--- src/rtl/operand_loader.sv ---
// Fetches one instruction byte, N*N weight bytes and N*N matrix bytes from a memory
// controller, with a one-cycle GAP after every accepted byte and a sticky tag-mismatch flag.
module operand_loader #(
   parameter int N = 2
) (
   input  logic               clk,
   input  logic               rst,
   input  logic               start,
   output logic               inst_req,
   output logic               wght_req,
   output logic               mtrx_req,
   input  logic               data_ready,
   input  logic [1:0]         output_sel,
   input  logic [7:0]         in_data,
   output logic [7:0]         inst_out,
   output logic [8*N*N-1:0]   weights,
   output logic [8*N*N-1:0]   matrix,
   output logic               busy,
   output logic               done,
   output logic               err
);

   localparam int IDX_W = (N * N > 1) ? $clog2(N * N) : 1;
   localparam logic [IDX_W-1:0] LAST_IDX = IDX_W'(N * N - 1);

   typedef enum logic [2:0] {IDLE, INST, WGHT, MTRX, GAP} state_t;

   state_t             state_q, state_d;
   state_t             ret_q, ret_d;
   logic [IDX_W-1:0]   idx_q, idx_d;
   logic               inst_req_q, inst_req_d;
   logic               wght_req_q, wght_req_d;
   logic               mtrx_req_q, mtrx_req_d;
   logic               busy_q, busy_d;
   logic               done_q, done_d;
   logic               err_q, err_d;
   logic [7:0]         inst_out_q, inst_out_d;
   logic [8*N*N-1:0]   weights_q, weights_d;
   logic [8*N*N-1:0]   matrix_q, matrix_d;
   logic [1:0]         cur_tag;

   always_ff @(posedge clk or negedge rst) begin
      if (!rst) begin
         state_q    <= IDLE;
         ret_q      <= IDLE;
         idx_q      <= '0;
         inst_req_q <= 1'b0;
         wght_req_q <= 1'b0;
         mtrx_req_q <= 1'b0;
         busy_q     <= 1'b0;
         done_q     <= 1'b0;
         err_q      <= 1'b0;
         inst_out_q <= '0;
         weights_q  <= '0;
         matrix_q   <= '0;
      end else begin
         state_q    <= state_d;
         ret_q      <= ret_d;
         idx_q      <= idx_d;
         inst_req_q <= inst_req_d;
         wght_req_q <= wght_req_d;
         mtrx_req_q <= mtrx_req_d;
         busy_q     <= busy_d;
         done_q     <= done_d;
         err_q      <= err_d;
         inst_out_q <= inst_out_d;
         weights_q  <= weights_d;
         matrix_q   <= matrix_d;
      end
   end

   always_comb begin
      state_d    = state_q;
      ret_d      = ret_q;
      idx_d      = idx_q;
      err_d      = err_q;
      done_d     = 1'b0;
      inst_out_d = inst_out_q;
      weights_d  = weights_q;
      matrix_d   = matrix_q;
      cur_tag    = 2'b00;

      case (state_q)
         IDLE: begin
            if (start) begin
               state_d    = INST;
               idx_d      = '0;
               err_d      = 1'b0;
               inst_out_d = '0;
               weights_d  = '0;
               matrix_d   = '0;
            end
         end
         INST, WGHT, MTRX: begin
            case (state_q)
               INST:    cur_tag = 2'b11;
               WGHT:    cur_tag = 2'b01;
               default: cur_tag = 2'b10;
            endcase
            if (data_ready) begin
               if (output_sel == cur_tag) begin
                  case (state_q)
                     INST:    inst_out_d = in_data;
                     WGHT:    weights_d[{idx_q, 3'b000} +: 8] = in_data;
                     default: matrix_d[{idx_q, 3'b000} +: 8] = in_data;
                  endcase
                  ret_d   = state_q;
                  state_d = GAP;
               end else begin
                  err_d = 1'b1;
               end
            end
         end
         GAP: begin
            // Leaving GAP either repeats the phase at the next element or moves on.
            case (ret_q)
               INST: begin
                  state_d = WGHT;
                  idx_d   = '0;
               end
               WGHT: begin
                  if (idx_q == LAST_IDX) begin
                     state_d = MTRX;
                     idx_d   = '0;
                  end else begin
                     state_d = WGHT;
                     idx_d   = idx_q + IDX_W'(1);
                  end
               end
               MTRX: begin
                  if (idx_q == LAST_IDX) begin
                     state_d = IDLE;
                     done_d  = 1'b1;
                  end else begin
                     state_d = MTRX;
                     idx_d   = idx_q + IDX_W'(1);
                  end
               end
               default: state_d = IDLE;
            endcase
         end
         default: state_d = IDLE;
      endcase

      // Requests and busy are registered copies of the next state.
      inst_req_d = (state_d == INST);
      wght_req_d = (state_d == WGHT);
      mtrx_req_d = (state_d == MTRX);
      busy_d     = (state_d != IDLE);
   end

   assign inst_req = inst_req_q;
   assign wght_req = wght_req_q;
   assign mtrx_req = mtrx_req_q;
   assign busy     = busy_q;
   assign done     = done_q;
   assign err      = err_q;
   assign inst_out = inst_out_q;
   assign weights  = weights_q;
   assign matrix   = matrix_q;

endmodule

--- config.mk ---
export PLATFORM = sky130hd
export DESIGN_NAME = operand_loader
export DESIGN_NICKNAME = d
export VERILOG_FILES = /design/src/rtl/operand_loader.sv
export SDC_FILE = /design/constraint.sdc
export NUM_CORES = 1
export LEC_CHECK = 0
export ABC_CLOCK_PERIOD_IN_PS = 5760
export CORE_UTILIZATION = 40
export CTS_BUF_LIST = sky130_fd_sc_hd__clkbuf_16
export DETAILED_ROUTE_END_ITERATION = 10
export PLACE_DENSITY_LB_ADDON = 0.3
export SLEW_MARGIN = 20
export SYNTH_ARGS = -nofsm -noshare
export SYNTH_HDL_FRONTEND = slang
export SYNTH_SLANG_ARGS = --single-unit
--- constraint.sdc ---
create_clock -name clk -period 5.76 [get_ports clk]
set_input_delay 1.44 -clock clk [delete_from_list [all_inputs] [get_ports clk]]
set_output_delay 1.44 -clock clk [all_outputs]
set_load 0.005 [all_outputs]
Word level (Yosys, flattened, before mapping)
Cells that the tools add are included.
{"block": "classes", "n_addsub": 2, "n_mul": 0, "div": 0, "order_cmp": 0, "n_eq_ne": 21, "n_shift": 2, "muxes": 37, "bitwise_logic": 0, "reduce_logical": 12}
{"op": "$mux 32", "count": 7}
{"op": "$pmux 32 s2", "count": 2}
{"op": "$bwmux 32", "count": 2}
{"op": "$mux 8", "count": 4}
{"op": "$shift 8x7->32 const A", "count": 1}
{"op": "$shiftx 8x7->32", "count": 1}
{"op": "$eq 3x2->1 const B", "count": 6}
{"op": "$pmux 8 s2", "count": 1}
{"op": "$reduce_and 5->1", "count": 3}
{"op": "$ne 2x2->1 const B", "count": 7}
{"op": "$pmux 2 s3", "count": 2}
{"op": "$mux 2", "count": 5}
{"op": "$eq 3x1->1 const B", "count": 3}
{"op": "$mux 3", "count": 3}
{"op": "$pmux 3 s3", "count": 1}
{"op": "$pmux 2 s2", "count": 2}
{"op": "$reduce_and 4->1", "count": 2}
{"op": "$mux 1", "count": 7}
{"op": "$neg 5->7", "count": 1}
{"op": "$ne 4x2->1 const B", "count": 1}
{"op": "$reduce_bool 2->1", "count": 2}
{"op": "$eq 3x3->1 const B", "count": 1}
{"op": "$logic_not 3->1", "count": 1}
{"op": "$ne 3x3->1 const B", "count": 1}
{"op": "other kinds (8)", "count": 8}
{"block": "totals", "register_bits": 86, "latchBits": 0, "ramBits": 0, "mem_bits_ro": 0, "inputBits": 14, "output_inout_bits": 78, "wordCells": 86, "n_memories": 0}

Logic depth before layout (Yosys ltp)
Gate-level depths: netlist (run 1).
{"block": "logic_depth", "depth_word": 8, "mapped_depth": 7, "ltp_nobuf": 6}

Least setup slack after synthesis (run 1)
No wires, ideal clock.
{"block": "synth_path", "path_kind": "input -> register", "from": "input output_sel[0]", "to": "register matrix_q[0] (netlist: matrix[0])", "setup_time_ns": 0.125, "t_arrival_ns": 2.796, "required_time_ns": 5.635, "slack_ns": 2.839, "path_stages": 7, "n_path_buf": 3, "path_cell_list": "buf_2 nor2b_1 buf_2 o21a_1 buf_4 o21ai_4 mux2_4"}
{"block": "synth_via", "elab_chain_cells": 3}
{"item": "from (decl)", "line_no": "13", "text": "input logic [1:0] output_sel,"}
{"item": "$eq 2x2->1", "line_no": "101", "text": "if (output_sel == cur_tag) begin"}
{"item": "$ne 2x2->1 (no source line)"}
{"item": "$reduce_and 5->1 (no source line)"}
{"item": "to (signal assigned)", "line_no": "68", "text": "matrix_q <= matrix_d;"}
{"item": "to (decl)", "line_no": "39", "text": "logic [8*N*N-1:0] matrix_q, matrix_d;"}
Every way passes these cells.
A chain may end at the register's enable or synchronous reset.

Worst setup path after layout (run 1)
{"block": "layout_path", "from": "input output_sel[0]", "to": "register matrix_q[7] (netlist: matrix[7])"}
Same word-level chain as after synthesis.

==> impl_metrics.toml, run 1 <==
[outcome]
status = "completed"

[job]
maxCapViolations = 0

[clocking]
cts_inserted_buffers = 9
cts_resized = 0
clockBufferDepth = 2
ctsRootBufferMaster = "clkbuf_16"
cts_hold_buf = 0
clk_pin_slew_ns = 0.06
clk_latency_ns = 0.34
postCtsSetupBuffers = 0
cts.htree.levels = 3
cts_sinks = 86
cts_tree = "yes"

[synthesis]
yosysWarnings = 0
syn_area_per_cell_um2 = 12.2
synthXorXnorAreaFrac_pct = 0.435
ys.flop_type = "dfrtp_1"
synth_edf_count = 0
synth_cells = 330
ys_ff_latch = 86
async_flop_share_pct = 100
synth_cell_types = 49
synth.area.mux_share_pct = 18.4
syn-num-nets = 349
synth_top_family_by_area = "multiplexers"
synth-simple-area-share_pct = 12.1
synth_compound_area_share_pct = 10.3
syn-cell-area_um2 = 4030
synth_adder_area_share_pct = 1.55
synth-seq-area-share_pct = 53.4

[timing]
hold_viol_final = 0
rsz0062_at_grt = "false"
fin_skew_ns = 0.00990
fmax_ghz = 0.295
tns_ns = 0
setup_violations = 0
relSlewSlack_pct = 35.8
slew_viol_final = 0
tightestPinTransition_ns = 0.963
layout_min_cycle_time_ns = 3.39
post-route-period-util_pct = 58.9

[detailed_routing]
highest_layer = "met4"
drt_iter0_markers = 186
antenna_left = 0
wire_per_inst_um = 16.4
avgViaCountPerCell = 5.03
routedLengthMet1_mm = 4.10
wl_met2_mm = 4.54
drcViolationCount = 0
first_pass_iters = 4
wl_met3_um = 412
vias = 2809
wl_mm = 9.15

[setup_path]
r2r_slack_ns = 3.26
r2r_start = "state_q[1]$_DFF_PN0_"
cp_top_family = "compound AO/OA/AOI/OAI gates"
path_max_fanout = 8
critPathKind = "primary input to flip-flop"
crit_required_ns = 5.98
critPathLaunchType = "primary input"
worstReg2RegEnd = "weights[21]$_DFFE_PN0P_"
crit_slowest_cell = "clkdlybuf4s50_1"
reg2regPathDepth = 4
arrival_ns = 3.61
slowest_delay_ns = 0.60
crit_chain = "clkdlybuf4s50_1 -> nor2b_1 -> o21a_1 -> o21ai_4 -> mux2_4"
crit_buf_inv = 1
cp-end-kind = "flip-flop"

[finish]
drive_gt1_share_pct = 18.8
syn2layout_area_growth_pct = 32.1
nFillCells = 848
fin_nets = 439
fin_cells = 558
diodes = 0
final_cell_area_um2 = 5320

[power]
comb_power_share_pct = 40.7
p_sw_share_pct = 36.3
pwr-share-seq_pct = 36.2
clkPwrFrac_pct = 23.1
peakVddDrop_mv = 0.237
p_switching_w = 0.000854
p_leak_nw = 2.44
power_density_nw_per_um2 = 442
p_int_w = 0.00150

[grt]
grt-ovfl-total = 0
grt_use_total_pct = 18.9
grt_pass1_wl_mm = 14.7
grt_max_degree = 87
grt_antenna_before_repair = 0
grt_pass1_vias = 2848

[placement]
placed_area_um2 = 5030
dp_hpwl_mm = 6.62
place.gp.congestion = 0.928
port_buffers = 91
dp.cells = 542

[worst_hold_path]
min_from = "weights[31]$_DFFE_PN0P_"
holdCritPathClass = "flip-flop to flip-flop"
hold_depth = 2
whs_endpoint = "weights[31]$_DFFE_PN0P_"

[floorplanning]
coreArea_um2 = 9770
io_pins = 92
start_util_pct = 41.2
num_rows = 36
die_x_um = 102
die_area_um2 = 10500
die_h_um = 102
-- sequential cells by signal, indices dropped and copies added (netlist names) --
name / cells
matrix: 32
state_q: 3
mtrx_req: 1
inst_out: 8
ret_q: 3
idx_q: 2
done: 1
wght_req: 1
busy: 1
inst_req: 1
weights: 32
err: 1
-- power by group through the flow --
stage | logic, W | clock network [W] | registers (W)
finish | 0.000958 | 0.000543 | 0.000851
global route | 0.00104 | 0.000585 | 0.000866
CTS | 0.000969 | 0.000554 | 0.000850
detailed placement | 0.000966 | 0 | 0.000861
global placement | 0.000952 | 0 | 0.000857
floorplan | 0.000663 | 0 | 0.000807
-- worst max path at each step --
| stage | from | to | slack (ns) | cells past startpoint |
|---|---|---|---|---|
| 6_report | output_sel[0] | matrix[7]$_DFFE_PN0P_ | 2.37 | 5 |
| 5_1_grt | output_sel[0] | matrix[7]$_DFFE_PN0P_ | 2.24 | 5 |
| 4_1_cts | output_sel[0] | matrix[7]$_DFFE_PN0P_ | 2.38 | 5 |
| 3_5_place_dp | output_sel[0] | matrix[6]$_DFFE_PN0P_ | 2.03 | 5 |
| 3_3_place_gp | output_sel[0] | matrix[0]$_DFFE_PN0P_ | 2.11 | 5 |
| 2_1_floorplan | output_sel[0] | matrix[0]$_DFFE_PN0P_ | 2.84 | 7 |
-- kinds of logic after synthesis --
group | count (synthesis)
buffers and inverters | 34
flip-flops | 86
AND/OR/NAND/NOR | 98
multiplexers | 65
adder cells (fa/ha/maj) | 5
XOR/XNOR | 2
AO/OA/AOI/OAI | 40
-- cell usage in the layout, fill, tap and decap left out, types with 8 or more instances in the layout --
cell type	n
mux2_4	8
clkdlybuf4s50_1	90
nand2_1	30
inv_1	22
mux2_2	39
nor2_1	31
mux2i_1	17
clkbuf_16	9
nand3_1	8
o21ai_0	9
dfrtp_1	86
-- through the flow --
step | setup WS (ns) | utilization, % | hold WS, ns | total power (W)
after floorplan | 2.84 | - | 0.473 | 0.00147
after global placement | 2.11 | 51.5 | 0.465 | 0.00181
after detailed placement | 2.03 | 51.5 | 0.472 | 0.00183
after CTS | 2.38 | 54.4 | 0.487 | 0.00237
after global routing | 2.24 | 54.4 | 0.501 | 0.00249
final | 2.37 | 54.4 | 0.478 | 0.00235
-- routing by layer --
layer  vias to the layer above  track usage [%]
met4                         0             5.05
met2                        69             30.9
met1                      1401             24.7
met5                         -                0
met3                         8             5.34
li1                       1331                -
-- cell usage after synthesis (all sizes together), types with 2 or more instances --
cell    count  area [um2]
a21oi       5        58.8
a221oi      4        93.8
a22o        2        17.5
a31oi       4        25.0
buf        10        61.3
clkbuf      2        7.51
dfrtp      86        2150
ha          5        62.6
inv        22        82.6
mux2       48         571
mux2i      17         170
nand2      31         119
nand2b      3        18.8
nand3       8        40.0
nand3b      4        30.0
nand4       3        18.8
nand4b      2        17.5
nor2       31         116
nor2b       5        31.3
nor3        2        10.0
nor3b       3        22.5
o21ai      16         140
-- tightest hold or removal path: stages (launching register included) --
cell	delay, ns
dfrtp_1	0.34
nand2_1	0.04
o21ai_0	0.06
-- area by class of cell --
cell class                 count  area [um2]  share of cell area [%]
timing repair buffer          91         912                    17.1
clock buffer                   9         225                    4.23
multi-input combinational    210        1720                    32.4
sequential                    86        2150                    40.5
clock inverter                 7        57.6                    1.08
inverter                      22        82.6                    1.55
tap                          133         166                    3.13
No activity file was read; power rests on OpenSTA's default activity.
==> run 2, diff against run 1 <==
ABC_CLOCK_PERIOD_IN_PS = 2800   (was 5760)
clock period = 2.8 ns   (was 5.76 ns; I/O delays follow)
==> run 2 against run 1 <==
Effect of this change:
- global-route usage grew 0.90 points
- clock-buffer cell count is the same
- utilization grew 0.91 points
- cell count grew 1.3%
- flip-flop and latch count is the same
- first-iteration DRC count shrank 33%
- sequential power grew 100%
- die area is the same
- critical path type unchanged
==> impl_metrics.toml, run 2 (synthesized netlist as in run 1, its figures left out) <==
[floorplanning]
coreArea_um2 = 9770
die_x_um = 102
io_pins = 92
die_h_um = 102
die_area_um2 = 10500
start_util_pct = 41.2
num_rows = 36

[setup_path]
worstReg2RegEnd = "matrix[20]$_DFFE_PN0P_"
crit_required_ns = 3.03
cp-end-kind = "flip-flop"
critPathKind = "primary input to flip-flop"
reg2regPathDepth = 5
critPathLaunchType = "primary input"
path_max_fanout = 8
r2r_slack_ns = 0.61
arrival_ns = 2.55
r2r_start = "state_q[1]$_DFF_PN0_"

[outcome]
status = "completed"

[clocking]
cts_tree = "yes"
clk_latency_ns = 0.35
clk_pin_slew_ns = 0.06
cts_hold_buf = 0
cts.htree.levels = 3
ctsRootBufferMaster = "clkbuf_16"
clockBufferDepth = 2
cts_inserted_buffers = 9
postCtsSetupBuffers = 0
cts_resized = 0
cts_sinks = 86

[timing]
relSlewSlack_pct = 59.0
fin_skew_ns = 0.00503
hold_viol_final = 0
rsz0062_at_grt = "false"
setup_violations = 0
tns_ns = 0
post-route-period-util_pct = 82.8
slew_viol_final = 0
hold_ws_ns = 0.271
layout_min_cycle_time_ns = 2.32
fmax_ghz = 0.432
tightestPinTransition_ns = 0.614

[grt]
grt-ovfl-total = 0
grt_max_degree = 59
grt_antenna_before_repair = 0
grt_pass1_wl_mm = 15.2
grt_pass1_vias = 2886
grt_use_total_pct = 19.8

[power]
fin_total_pwr_w = 0.00501
peakVddDrop_mv = 0.373
p_leak_nw = 2.48
power_density_nw_per_um2 = 927

[detailed_routing]
wl_met3_um = 522
first_pass_iters = 4
avgViaCountPerCell = 5.02
wl_mm = 9.57
drcViolationCount = 0
antenna_left = 0
drt_iter0_markers = 125
wire_per_inst_um = 16.9
vias = 2835
wl_met2_mm = 4.57
highest_layer = "met4"
routedLengthMet1_mm = 4.30

[worst_hold_path]
holdCritPathClass = "primary input to async pin"

[finish]
final_common_cell = "clkdlybuf4s50_1"
mostFrequentLayoutCells = "clkdlybuf4s50_1 (90), dfrtp_1 (86), mux2_2 (39)"
fin_util_pct = 55.3
syn2layout_area_growth_pct = 34.3
fin_nets = 446
drive_gt1_share_pct = 19.9
diodes = 0
nFillCells = 872

[job]
maxCapViolations = 0

[placement]
place.gp.congestion = 0.924
dp_hpwl_mm = 6.74
port_buffers = 91
[run 2: changes by cell type in the layout (fill, tap and decap cells not counted)]
cell,previous run,this run
buf_12,0,2
buf_6,1,0
buf_4,0,6
bufinv_16,0,1
clkinv_1,1,2
clkinv_4,3,0
clkinvlp_4,1,2
[run 2: stage by stage]
step                worst slack [ns]  instances  instance area, um2
floorplan                      0.619        330                4030
global placement               0.157        549                5110
detailed placement             0.146        549                5110
CTS                            0.502        565                5410
global route                   0.432        565                5410
finish                         0.483        565                5410
[run 2: how the worst max path moves through the flow]
stage	from	to
2_1_floorplan	output_sel[0]	matrix[0]$_DFFE_PN0P_
3_3_place_gp	start	weights[14]$_DFFE_PN0P_
3_5_place_dp	start	weights[23]$_DFFE_PN0P_
4_1_cts	start	weights[11]$_DFFE_PN0P_
5_1_grt	state_q[0]$_DFF_PN0_	weights[25]$_DFFE_PN0P_
6_report	start	weights[11]$_DFFE_PN0P_
[run 2: area by class of cell]
| class | instances | area (um2) | share of cell area (%) |
|---|---|---|---|
| Sequential cell | 86 | 2150 | 39.8 |
| Multi-Input combinational cell | 210 | 1720 | 31.9 |
| Timing Repair Buffer | 98 | 986 | 18.2 |
| Clock buffer | 9 | 225 | 4.16 |
| Tap cell | 133 | 166 | 3.08 |
| Inverter | 22 | 82.6 | 1.53 |
| Clock inverter | 7 | 72.6 | 1.34 |
[run 2: worst max-delay path, cell delays in order]
cell,delay (ns)
clkdlybuf4s50_1,0.53
mux2i_1,0.10
or3_1,0.50
a21oi_4,0.34
mux2_2,0.38
[run 2: metal layers]
| layer | vias to the layer above | global-route usage, % |
|---|---|---|
| li1 | 1350 | - |
| met1 | 1381 | 25.6 |
| met2 | 88 | 31.6 |
| met3 | 16 | 5.06 |
| met4 | 0 | 8.57 |
| met5 | - | 0 |
[run 2: power by group]
| group | internal, W | switching [W] |
|---|---|---|
| sequential | 0.00149 | 0.000232 |
| clock | 0.000695 | 0.000523 |
| combinational | 0.00103 | 0.00104 |
| total | 0.00321 | 0.00180 |
